===== config.mk =====
export PLATFORM = sky130hd
export DESIGN_NAME = bti_arb2_flat
export DESIGN_NICKNAME = d
export VERILOG_FILES = /design/src/rtl/bti_arb2_if.sv /design/src/rtl/bti_arb2.sv /design/src/flat_wrapper.sv
export SDC_FILE = /design/constraint.sdc
export NUM_CORES = 1
export LEC_CHECK = 0
export CAP_MARGIN = 25
export CORE_AREA = 4 4 115 117
export CTS_CLUSTER_DIAMETER = 150
export DETAILED_ROUTE_END_ITERATION = 8
export DIE_AREA = 0 0 119 121
export GPL_TIMING_DRIVEN = 0
export PLACE_DENSITY_LB_ADDON = 0.25
export SYNTH_ARGS = -nofsm -noshare
export SYNTH_HDL_FRONTEND = slang
export SYNTH_SLANG_ARGS = --single-unit
export TNS_END_PERCENT = 10

===== constraint.sdc =====
create_clock -name clk -period 2.74 [get_ports clk]
set_input_delay 0.411 -clock clk [delete_from_list [all_inputs] [get_ports clk]]
set_output_delay 0.411 -clock clk [all_outputs]
set_load 0.005 [all_outputs]

===== src/rtl/bti_arb2_if.sv =====
// Bus-transaction interface: one request channel and one response channel, each valid/ready.
interface bus_trans_if_t #(
    parameter int AW = 32,
    parameter int DW = 32
);
    typedef struct packed {
        logic [AW-1:0] addr;
        logic          wen;
        logic [DW-1:0] wdata;
    } req_pkt_t;

    typedef struct packed {
        logic [DW-1:0] data;
    } rsp_pkt_t;

    logic     req_vld;
    logic     req_rdy;
    req_pkt_t req_pkt;
    logic     rsp_vld;
    logic     rsp_rdy;
    rsp_pkt_t rsp_pkt;

    modport master (output req_vld, req_pkt, rsp_rdy, input req_rdy, rsp_vld, rsp_pkt);
    modport slave  (input req_vld, req_pkt, rsp_rdy, output req_rdy, rsp_vld, rsp_pkt);
endinterface


===== src/rtl/bti_arb2.sv =====
// Two-master bus-transaction arbiter with one outstanding transaction and owner-routed responses.
// Define BTI_ARB_FIXED_PRIO_EN for fixed priority (master 0 wins); default is round-robin.
module bti_arb2 #(
    parameter int AW = 32,
    parameter int DW = 32
) (
    input logic            clk,
    input logic            rst_n,
    bus_trans_if_t.slave   bti_m0,
    bus_trans_if_t.slave   bti_m1,
    bus_trans_if_t.master  bti_s
);
    typedef enum logic [1:0] {IDLE, REQ, RSP} state_t;

    state_t        r_state;
    state_t        w_state_nxt;
    logic          r_gnt;
    logic          w_gnt_nxt;
    logic          w_pref;
    logic          w_any;
    logic          w_sel;
    logic          w_own;
    logic          w_own_req_vld;
    logic          w_s_req_vld;
    logic          w_req_hs;
    logic          w_own_rsp_rdy;
    logic          w_rsp_hs;
    logic [AW-1:0] w_req_addr;
    logic          w_req_wen;
    logic [DW-1:0] w_req_wdata;
    logic [DW-1:0] w_rsp_data;

`ifdef BTI_ARB_FIXED_PRIO_EN
    assign w_pref = 1'b0;
`else
    logic r_rr_ptr;

    // After a completed transaction the other master becomes preferred.
    always_ff @(posedge clk) begin
        if (!rst_n) begin
            r_rr_ptr <= 1'b0;
        end else if (w_rsp_hs) begin
            r_rr_ptr <= ~r_gnt;
        end
    end

    assign w_pref = r_rr_ptr;
`endif

    assign w_any = bti_m0.req_vld | bti_m1.req_vld;
    assign w_sel = (bti_m0.req_vld & bti_m1.req_vld) ? w_pref : bti_m1.req_vld;
    assign w_own = (r_state == IDLE) ? w_sel : r_gnt;

    assign w_own_req_vld = w_own ? bti_m1.req_vld : bti_m0.req_vld;
    assign w_s_req_vld   = (r_state != RSP) & w_own_req_vld;
    assign w_req_hs      = w_s_req_vld & bti_s.req_rdy;

    assign w_req_addr  = w_own ? bti_m1.req_pkt.addr  : bti_m0.req_pkt.addr;
    assign w_req_wen   = w_own ? bti_m1.req_pkt.wen   : bti_m0.req_pkt.wen;
    assign w_req_wdata = w_own ? bti_m1.req_pkt.wdata : bti_m0.req_pkt.wdata;

    assign bti_s.req_vld       = w_s_req_vld;
    assign bti_s.req_pkt.addr  = w_req_addr;
    assign bti_s.req_pkt.wen   = w_req_wen;
    assign bti_s.req_pkt.wdata = w_req_wdata;
    assign bti_m0.req_rdy      = w_req_hs & ~w_own;
    assign bti_m1.req_rdy      = w_req_hs & w_own;

    // Response data is broadcast; only the owner ever sees rsp_vld.
    assign w_own_rsp_rdy        = r_gnt ? bti_m1.rsp_rdy : bti_m0.rsp_rdy;
    assign w_rsp_hs             = (r_state == RSP) & bti_s.rsp_vld & w_own_rsp_rdy;
    assign bti_s.rsp_rdy        = (r_state == RSP) & w_own_rsp_rdy;
    assign bti_m0.rsp_vld       = (r_state == RSP) & ~r_gnt & bti_s.rsp_vld;
    assign bti_m1.rsp_vld       = (r_state == RSP) & r_gnt & bti_s.rsp_vld;
    assign w_rsp_data           = bti_s.rsp_pkt.data;
    assign bti_m0.rsp_pkt.data  = w_rsp_data;
    assign bti_m1.rsp_pkt.data  = w_rsp_data;

    always_comb begin
        w_state_nxt = r_state;
        w_gnt_nxt   = r_gnt;
        case (r_state)
            IDLE: begin
                if (w_any) begin
                    w_gnt_nxt   = w_sel;
                    w_state_nxt = w_req_hs ? RSP : REQ;
                end
            end
            REQ: begin
                if (w_req_hs) begin
                    w_state_nxt = RSP;
                end
            end
            RSP: begin
                if (w_rsp_hs) begin
                    w_state_nxt = IDLE;
                end
            end
            default: w_state_nxt = IDLE;
        endcase
    end

    always_ff @(posedge clk) begin
        if (!rst_n) begin
            r_state <= IDLE;
            r_gnt   <= 1'b0;
        end else begin
            r_state <= w_state_nxt;
            r_gnt   <= w_gnt_nxt;
        end
    end
endmodule


===== src/flat_wrapper.sv =====
// flat-port wrapper written by rule: the top's interface ports become plain ports
module bti_arb2_flat 
#(
    parameter int AW = 32,
    parameter int DW = 32
)
  (clk, rst_n, bti_m0_req_vld, bti_m0_req_pkt, bti_m0_rsp_rdy, bti_m0_req_rdy, bti_m0_rsp_vld, bti_m0_rsp_pkt, bti_m1_req_vld, bti_m1_req_pkt, bti_m1_rsp_rdy, bti_m1_req_rdy, bti_m1_rsp_vld, bti_m1_rsp_pkt, bti_s_req_vld, bti_s_req_pkt, bti_s_rsp_rdy, bti_s_req_rdy, bti_s_rsp_vld, bti_s_rsp_pkt);
  bus_trans_if_t #(.AW(AW), .DW(DW)) bti_m0_i ();
  bus_trans_if_t #(.AW(AW), .DW(DW)) bti_m1_i ();
  bus_trans_if_t #(.AW(AW), .DW(DW)) bti_s_i ();
  input logic clk;
  input logic rst_n;
  input wire logic [$bits(bti_m0_i.req_vld)-1:0] bti_m0_req_vld;
  input wire logic [$bits(bti_m0_i.req_pkt)-1:0] bti_m0_req_pkt;
  input wire logic [$bits(bti_m0_i.rsp_rdy)-1:0] bti_m0_rsp_rdy;
  output wire logic [$bits(bti_m0_i.req_rdy)-1:0] bti_m0_req_rdy;
  output wire logic [$bits(bti_m0_i.rsp_vld)-1:0] bti_m0_rsp_vld;
  output wire logic [$bits(bti_m0_i.rsp_pkt)-1:0] bti_m0_rsp_pkt;
  input wire logic [$bits(bti_m1_i.req_vld)-1:0] bti_m1_req_vld;
  input wire logic [$bits(bti_m1_i.req_pkt)-1:0] bti_m1_req_pkt;
  input wire logic [$bits(bti_m1_i.rsp_rdy)-1:0] bti_m1_rsp_rdy;
  output wire logic [$bits(bti_m1_i.req_rdy)-1:0] bti_m1_req_rdy;
  output wire logic [$bits(bti_m1_i.rsp_vld)-1:0] bti_m1_rsp_vld;
  output wire logic [$bits(bti_m1_i.rsp_pkt)-1:0] bti_m1_rsp_pkt;
  output wire logic [$bits(bti_s_i.req_vld)-1:0] bti_s_req_vld;
  output wire logic [$bits(bti_s_i.req_pkt)-1:0] bti_s_req_pkt;
  output wire logic [$bits(bti_s_i.rsp_rdy)-1:0] bti_s_rsp_rdy;
  input wire logic [$bits(bti_s_i.req_rdy)-1:0] bti_s_req_rdy;
  input wire logic [$bits(bti_s_i.rsp_vld)-1:0] bti_s_rsp_vld;
  input wire logic [$bits(bti_s_i.rsp_pkt)-1:0] bti_s_rsp_pkt;
  assign bti_m0_i.req_vld = bti_m0_req_vld;
  assign bti_m0_i.req_pkt = bti_m0_req_pkt;
  assign bti_m0_i.rsp_rdy = bti_m0_rsp_rdy;
  assign bti_m0_req_rdy = bti_m0_i.req_rdy;
  assign bti_m0_rsp_vld = bti_m0_i.rsp_vld;
  assign bti_m0_rsp_pkt = bti_m0_i.rsp_pkt;
  assign bti_m1_i.req_vld = bti_m1_req_vld;
  assign bti_m1_i.req_pkt = bti_m1_req_pkt;
  assign bti_m1_i.rsp_rdy = bti_m1_rsp_rdy;
  assign bti_m1_req_rdy = bti_m1_i.req_rdy;
  assign bti_m1_rsp_vld = bti_m1_i.rsp_vld;
  assign bti_m1_rsp_pkt = bti_m1_i.rsp_pkt;
  assign bti_s_req_vld = bti_s_i.req_vld;
  assign bti_s_req_pkt = bti_s_i.req_pkt;
  assign bti_s_rsp_rdy = bti_s_i.rsp_rdy;
  assign bti_s_i.req_rdy = bti_s_req_rdy;
  assign bti_s_i.rsp_vld = bti_s_rsp_vld;
  assign bti_s_i.rsp_pkt = bti_s_rsp_pkt;
  bti_arb2 #(.AW(AW), .DW(DW)) u_core (.clk(clk), .rst_n(rst_n), .bti_m0(bti_m0_i), .bti_m1(bti_m1_i), .bti_s(bti_s_i));
endmodule

# After elaboration in Yosys (flattened, before gate mapping)
# Index checks and enable logic that the tools add are counted.
# word_totals
output_inout_bits,135
wordCells,39
register_bits,4
in_bits,170
# classes
n_mux,12
n_bitwise,15
n_eq_ne,6
n_reduce_logical,3
# ops
cell,count
32-bit two-way mux,2
1-bit AND,12
2-bit two-way mux,4
"2-bit by 1-bit != test with 1-bit output, second input constant",3
2-bit one-hot mux with 3 select lines,1
1-bit two-way mux,5
3-bit AND reduction,1
"2-bit by 1-bit equality test with 1-bit output, second input constant",1
"2-bit equality test, second input constant",1
2-bit zero test,1
"2-bit != test, second input constant",1
1-bit NOT,2
2-bit AND reduction,1
1-bit bitwise OR,1

# Logic depth before layout (Yosys ltp)
# Gate-level depths: netlist of the first run.
# logic_depth
depth_word,9
depth_mapped,5
ltp_nobuf,3

# Least setup slack after synthesis of the first run
# OpenSTA, ideal clock, no wires.
# synth_timing
path_type,reg-to-output
startpoint,register u_core.r_state[0]
endpoint,output port bti_s_req_pkt[48]
n_path_buf,2
required_ps,2329
stages_incl_launch_ff,6
arrival_ps,1349
setup_slack_ps,980
path_cell_list,dfxtp_1 > o21a_1 > a31oi_4 > buf_6 > buf_6 > mux2_4
# synth_via
elab_chain_len,3
# synth_lines
element,line_no,text
from (decl),bti_arb2.sv:15,state_t r_state;
from (signal assigned),bti_arb2.sv:108,r_state <= w_state_nxt;
2-bit zero test,bti_arb2.sv:52,assign w_own = (r_state == IDLE) ? w_sel : r_gnt;
1-bit two-way mux,bti_arb2.sv:52,
32-bit two-way mux,bti_arb2.sv:58,assign w_req_addr = w_own ? bti_m1.req_pkt.addr : bti_m0.req_pkt.addr;
to (decl),flat_wrapper.sv:26,output wire logic [$bits(bti_s_i.req_pkt)-1:0] bti_s_req_pkt;
# Every way passes these cells.

# Final worst setup path of the first run
# layout_timing
startpoint,input port bti_m1_req_vld
endpoint,output port bti_s_req_pkt[27]
# layout_via
elab_chain_len,4
# layout_lines
element,line_no,text
from (decl),flat_wrapper.sv:19,input wire logic [$bits(bti_m1_i.req_vld)-1:0] bti_m1_req_vld;
1-bit AND,bti_arb2.sv:51,assign w_sel = (bti_m0.req_vld & bti_m1.req_vld) ? w_pref : bti_m1.req_vld;
1-bit two-way mux *,bti_arb2.sv:51,
1-bit two-way mux *,bti_arb2.sv:52,
32-bit two-way mux *,bti_arb2.sv:60,assign w_req_wdata = w_own ? bti_m1.req_pkt.wdata : bti_m0.req_pkt.wdata;
# Mark *: on every way between the ends. The rest lies on a longest branch, timed or not.

==> flow_summary.ini, run 1 <==
[die]
rows = 41
die_area_um2 = 14400
chipHeight_um = 121
core_area_um2 = 12360
floorplan.initialDensity_pct = 13.30
die_w_um = 119
num_io_pins = 305

[yosys]
synth_compound_area_share_pct = 5.023
synthesis.nets = 344
ys.warnings.count = 0
postSynthAreaPerCell_um2 = 9.449
netlist_area_um2 = 1644
synth.distinct_cells = 24
synth.yosys.seq_area_share_pct = 4.871
synthMuxAreaShare_pct = 49.70
largest_family_of_logic_cells_by_synthesized_area = multiplexers
synth.ff_latch_count = 4
synthesis.instances = 174
synth-simple-area-share_pct = 5.936
post_synth_fa_ha_maj_area_fraction_pct = 0
synth_xor_xnor_area_share_pct = 0

[clock_tree]
h_tree_level_count = 1
clock_insertion_delay_worst_skew_ps = 220
cts_sinks = 4
cts-buffers-inserted = 3
clk_root_buffer_cell = clkbuf_16
clk_path_buf_depth = 2
path_clk_slew_ps = 30
cts_tree = built

[timing]
layout_min_cycle_time_ps = 2662
fin_hold_ws_ps = 545.4
max_clock_freq_mhz = 375.7
worst_clock_skew_ps = 1.995
maxSlewHeadroom_pct = 83.35
timing.final.setup_violations = 0
final-max-slew-violation-count = 0
report.final.hold_viol_count = 0
tightest_slew_ps = 249.5
fin_setup_tns_ps = 0
timing.final.crit_share_pct = 97.14
rsz_0062_raised_after_global_routing = false

[setup_path]
regToRegSetupSlack_ps = 1380
critPathMaxStageDelay_ps = 470
cpMaxStageDelayCell = clkdlybuf4s50_1
critPathKind = primary input to primary output
kind_of_capture_point_of_the_worst_setup_path = primary output
worst_r2r_endpoint = u_core.r_state[0]
timing.critical_path.cells = clkdlybuf4s50_1 > a31oi_4 > buf_12 > buf_4 > mux2_2 > clkdlybuf4s50_1
r2r-start = u_core.r_gnt
critical_path_arrival_ps = 2250
worstPathMaxFanout = 10
worst_r2r_path_depth = 3
critical_path_required_ps = 2330
start_kind = primary input
timing.critical_path.from = bti_m1_req_vld
timing.critical_path.mode_cell = clkdlybuf4s50_1

[route]
route.vias.total = 2271
drt_wl_total_um = 9086
postRouteAntennaNets = 0
drt_iter0_markers = 20
viasPerCell = 3.628
drt-wirelength-per-cell_um = 14.51
drc = 0
drt_pass1_iterations = 4

[final_layout]
fillerInstances = 1263
area_growth_pct = 186.7
finalNetCount = 626
stdcell_count = 626
drive_above_1_share_pct = 32.82
n_antenna_cell = 0

[run]
maxCapViolCount = 0

[global_route]
grtUsageTotal_pct = 11.42
largest_net_degree_at_the_start_of_global_routing = 11
first_pass_grt_wire_length_um = 13250
grt_pass1_vias = 2488
grt_overflow = 0
grt_antenna_before_repair = 0

[power_and_ir_drop]
power.total_uw = 1172
vdd_ir_drop_max_mv = 0.2375
p_per_area_nw_per_um2 = 248.6
p_leak_uw = 0.002019

[hold_path]
timing.hold.worst_path_depth = 1
min_from = u_core.r_state[1]
hold_path_class = register to register
worst_case_hold_path_end_point = u_core.r_state[0]

[placed_design]
routabilityCongestion = 0.8203
dpl.hpwl_um = 8227
port_buffers = 272
post-place-cells = 618

[outcome]
result_of_the_run = completed
-- how the worst max path moves through the flow --
stage | end | slack [ps]
floorplan | bti_s_req_pkt[48] | 980
global placement | bti_s_req_pkt[46] | -220
detailed placement | bti_s_req_pkt[51] | -220
CTS | bti_s_req_pkt[44] | 60
global route | bti_s_req_pkt[44] | 0.6
finish | bti_s_req_pkt[27] | 80
-- what timing repair did --
item,in CTS,in global routing
setup endpoints to repair,67,0
resized for setup,41,0
hold buffers,0,0
setup buffers,5,0
-- logic make-up (layout without fill, tap and decap cells) --
group                  after synthesis  in the layout
and+or+nand+nor                     19             19
DFF                                  4              4
buffers and inverters               75            355
AOI/OAI and AO/OA                    9              9
muxes                               67             67
-- per-stage QoR --
step / setup WS [ps] / area, µm² / utilization [%]
floorplan: 980.0 / 1644 / -
detailed placement: -219.1 / 4582 / 37.06
global placement: -216.2 / 4582 / 37.06
finish: 78.45 / 4713 / 38.12
global route: 0.6306 / 4713 / 38.12
CTS: 55.50 / 4713 / 38.12
-- critical path: cells and delay by family --
family                 cells  cell delay, ps
AO/OA/AOI/OAI              1             220
buffers and inverters      4            1270
multiplexers               1             350
-- layer usage --
layer	vias up	GRT usage, %	share of wire [%]
met3	6	3.916	10
li1	1097	-	-
met1	1028	11.43	33
met2	140	23.35	56
met5	-	0	0
met4	0	0.8689	0.57
-- state kept, by name (all words and copies together) (netlist names) --
name             count
u_core.r_state       2
u_core.r_rr_ptr      1
u_core.r_gnt         1
-- area by class of cell --
type	instances	area, µm²	share of cell area, %
buffer	71	573.1	12.16
tap	172	215.2	4.566
timing repair buffer	278	2761	58.59
inverter	3	11.26	0.2389
multi-input combinational	95	997.2	21.16
sequential	4	80.08	1.699
clock buffer	3	75.07	1.593
-- cell usage in the layout (no fill, tap or decap) --
cell	Yosys	routed
a21boi_0	1	1
a31oi_1	1	1
a31oi_4	1	1
and3_1	1	1
buf_12	0	3
buf_4	69	71
buf_8	1	2
bufbuf_16	0	1
clkbuf_16	0	3
clkdlybuf4s50_1	0	237
dfxtp_1	4	4
dlygate4sd2_1	0	35
inv_1	3	3
mux2_2	49	49
mux2_4	17	17
mux2i_1	1	1
nand2_1	3	3
nand2b_1	2	2
nor2_1	6	6
nor2b_1	2	2
nor3_1	2	2
nor4bb_1	1	1
o2111ai_1	2	2
o211a_1	1	1
o211ai_1	1	1
o21a_1	1	1
o21ai_0	1	1
or2_2	2	2
-- cells in the mapped netlist --
library cell / number / share of area (%)
a31oi_4: 1 / 1.3
mux2i_1: 1 / 0.61
nor2_1: 6 / 1.4
inv_1: 3 / 0.68
nor3_1: 2 / 0.61
o2111ai_1: 2 / 1.1
dfxtp_1: 4 / 4.9
a21boi_0: 1 / 0.46
nor2b_1: 2 / 0.76
buf_6: 2 / 1.4
mux2_4: 17 / 16
o211a_1: 1 / 0.61
nand2b_1: 2 / 0.76
buf_8: 1 / 0.91
nor4bb_1: 1 / 0.61
buf_4: 69 / 32
mux2_2: 49 / 34
or2_2: 2 / 0.76
nand2_1: 3 / 0.68
a31oi_1: 1 / 0.38
o21ai_0: 1 / 0.30
and3_1: 1 / 0.38
o21a_1: 1 / 0.46
o211ai_1: 1 / 0.46
-- where the power goes --
| part | total (µW) | internal [µW] | switching [µW] |
|---|---|---|---|
| clock | 227 | 186 | 40.2 |
| sequential | 71.3 | 63.6 | 7.66 |
| combinational | 874 | 640 | 234 |
(Power assumes the default switching activity.)
==> run 2, diff against run 1 <==
CORE_AREA = 2 2 120 122   (was 4 4 115 117)
DIE_AREA = 0 0 122 124   (was 0 0 119 121)
==> run 2 against run 1 <==
  * Sequential power about the same
  * Clock skew about the same
  * Worst setup slack improved by 100 ps
  * Global-route usage decreased by 1.6 points
  * Largest power group unchanged
==> flow_summary.ini, run 2 (same netlist as run 1, synthesis figures left out) <==
[global_route]
grt_overflow = 0
grt_antenna_before_repair = 0
grt_util_met1_pct = 10.38
globalRoute.busiestLayer = met2
first_pass_grt_wire_length_um = 11670
largest_net_degree_at_the_start_of_global_routing = 11
met3_usage_pct = 3.159
grt_pass1_vias = 2215
gr-usage-met2_pct = 19.24
grtUsageTotal_pct = 9.797

[power_and_ir_drop]
p_sw_share_pct = 24.44
p_clk_share_pct = 19.7
share_seq_of_total_power_pct = 6.0
p_leak_uw = 0.001975
vdd_ir_drop_max_mv = 0.2046
power_switching_uw = 289.8
pwr-share-comb_pct = 74.3
p_per_area_nw_per_um2 = 251.8
cellInternalPower_uw = 895.6

[setup_path]
critPathKind = register to primary output
kind_of_capture_point_of_the_worst_setup_path = primary output
critical_path_arrival_ps = 2150
critical_path_required_ps = 2330
start_kind = register
worstPathMaxFanout = 8
regToRegSetupSlack_ps = 1380

[run]
maxCapViolCount = 0

[timing]
final-max-slew-violation-count = 0
worst_clock_skew_ps = 1.585
report.final.hold_viol_count = 0
maxSlewHeadroom_pct = 83.93
fin_hold_ws_ps = 546.7
max_clock_freq_mhz = 390.4
layout_min_cycle_time_ps = 2561
tightest_slew_ps = 241.1
timing.final.crit_share_pct = 93.48
rsz_0062_raised_after_global_routing = false
timing.final.setup_violations = 0
fin_setup_tns_ps = 0

[die]
core_area_um2 = 13720
num_io_pins = 305
rows = 43
floorplan.initialDensity_pct = 11.98
die_w_um = 122
chipHeight_um = 124
die_area_um2 = 15130

[final_layout]
finalNetCount = 626
layout_common_cells = 253 x clkdlybuf4s50_1, 72 x buf_4, 49 x mux2_2
top_register = u_core.r_state
biggest_regs = u_core.r_state: 2 flops, u_core.r_gnt: 1 flops, u_core.r_rr_ptr: 1 flops
max_ffs_per_register = 2
final_instance_area_um2 = 4708
drive_above_1_share_pct = 33.04
layout_commonest_cell = clkdlybuf4s50_1
register_area_um2 = 80.08
area_growth_pct = 186.4
stdcell_count = 634
fillerInstances = 1405
fin_util_pct = 34.32
n_antenna_cell = 0
footprint_of_the_multi_input_gates_um2 = 997.2

[outcome]
result_of_the_run = completed

[route]
postRouteAntennaNets = 0
drc = 0
drt_pass1_iterations = 3
drt-wirelength-per-cell_um = 13.73
drt_iter0_markers = 44
drt_wl_total_um = 8702
viasPerCell = 3.557
route.vias.total = 2255

[clock_tree]
clk_root_buffer_cell = clkbuf_16
path_clk_slew_ps = 30
h_tree_level_count = 1
cts_hold_buffers_added = 0
cts_tree = built
cts_sinks = 4
clk_path_buf_depth = 2
clock_insertion_delay_worst_skew_ps = 230
cts-buffers-inserted = 3

[placed_design]
dpl.hpwl_um = 7631
post-place-cells = 626
placed_area_um2 = 4592
port_buffers = 272
routabilityCongestion = 0.7120

[hold_path]
hold_path_class = register to register
run 2: per-stage QoR:
stage | power (µW) | worst slack (ps)
2_1_floorplan | 401.2 | 980.0
3_3_place_gp | 956.5 | -200.5
3_5_place_dp | 960.0 | -228.4
4_1_cts | 1204 | 141.4
5_1_grt | 1255 | 60.77
6_report | 1185 | 178.7
run 2: routing by layer:
metal	part of all wire, %	vias up
li1	-	1099
met1	34	1010
met2	54	142
met3	12	4
met4	0.39	0
met5	0	-
run 2: worst max-delay path, cell delays in order, from the launching register on:
cell and delay [ps]:
dfxtp_1 340, o21a_1 230, a31oi_4 240, buf_8 180
buf_4 130, mux2_2 320, clkdlybuf4s50_1 470
run 2: path summary, 6_finish.rpt:
kind | from | end | cells after the start
max | u_core.r_state[0] | bti_s_req_pkt[55] | 6
min reg2reg | u_core.r_state[1] | u_core.r_state[0] | 1
max reg2reg | u_core.r_gnt | u_core.r_state[0] | 3
min | u_core.r_state[1] | u_core.r_state[0] | 1
run 2: layout make-up:
class | count | share of cell area (%)
clock buffer | 3 | 1.594
buffer | 72 | 12.41
tap | 180 | 4.783
sequential | 4 | 1.701
timing repair buffer | 277 | 58.09
multi-input combinational | 95 | 21.18
inverter | 3 | 0.2392
run 2: power by group through the flow:
stage / Combinational [µW] / Sequential [µW] / Clock [µW]
final: 881 / 71.0 / 233
after global routing: 941 / 72.3 / 242
after CTS: 898 / 71.0 / 236
after detailed placement: 888 / 71.6 / 0
after global placement: 885 / 71.5 / 0
after floorplan: 332 / 69.5 / 0
run 2: repair_timing:
item	in CTS	in global routing
setup endpoints to repair	66	0
gates resized for setup	26	0
setup buffers	5	0
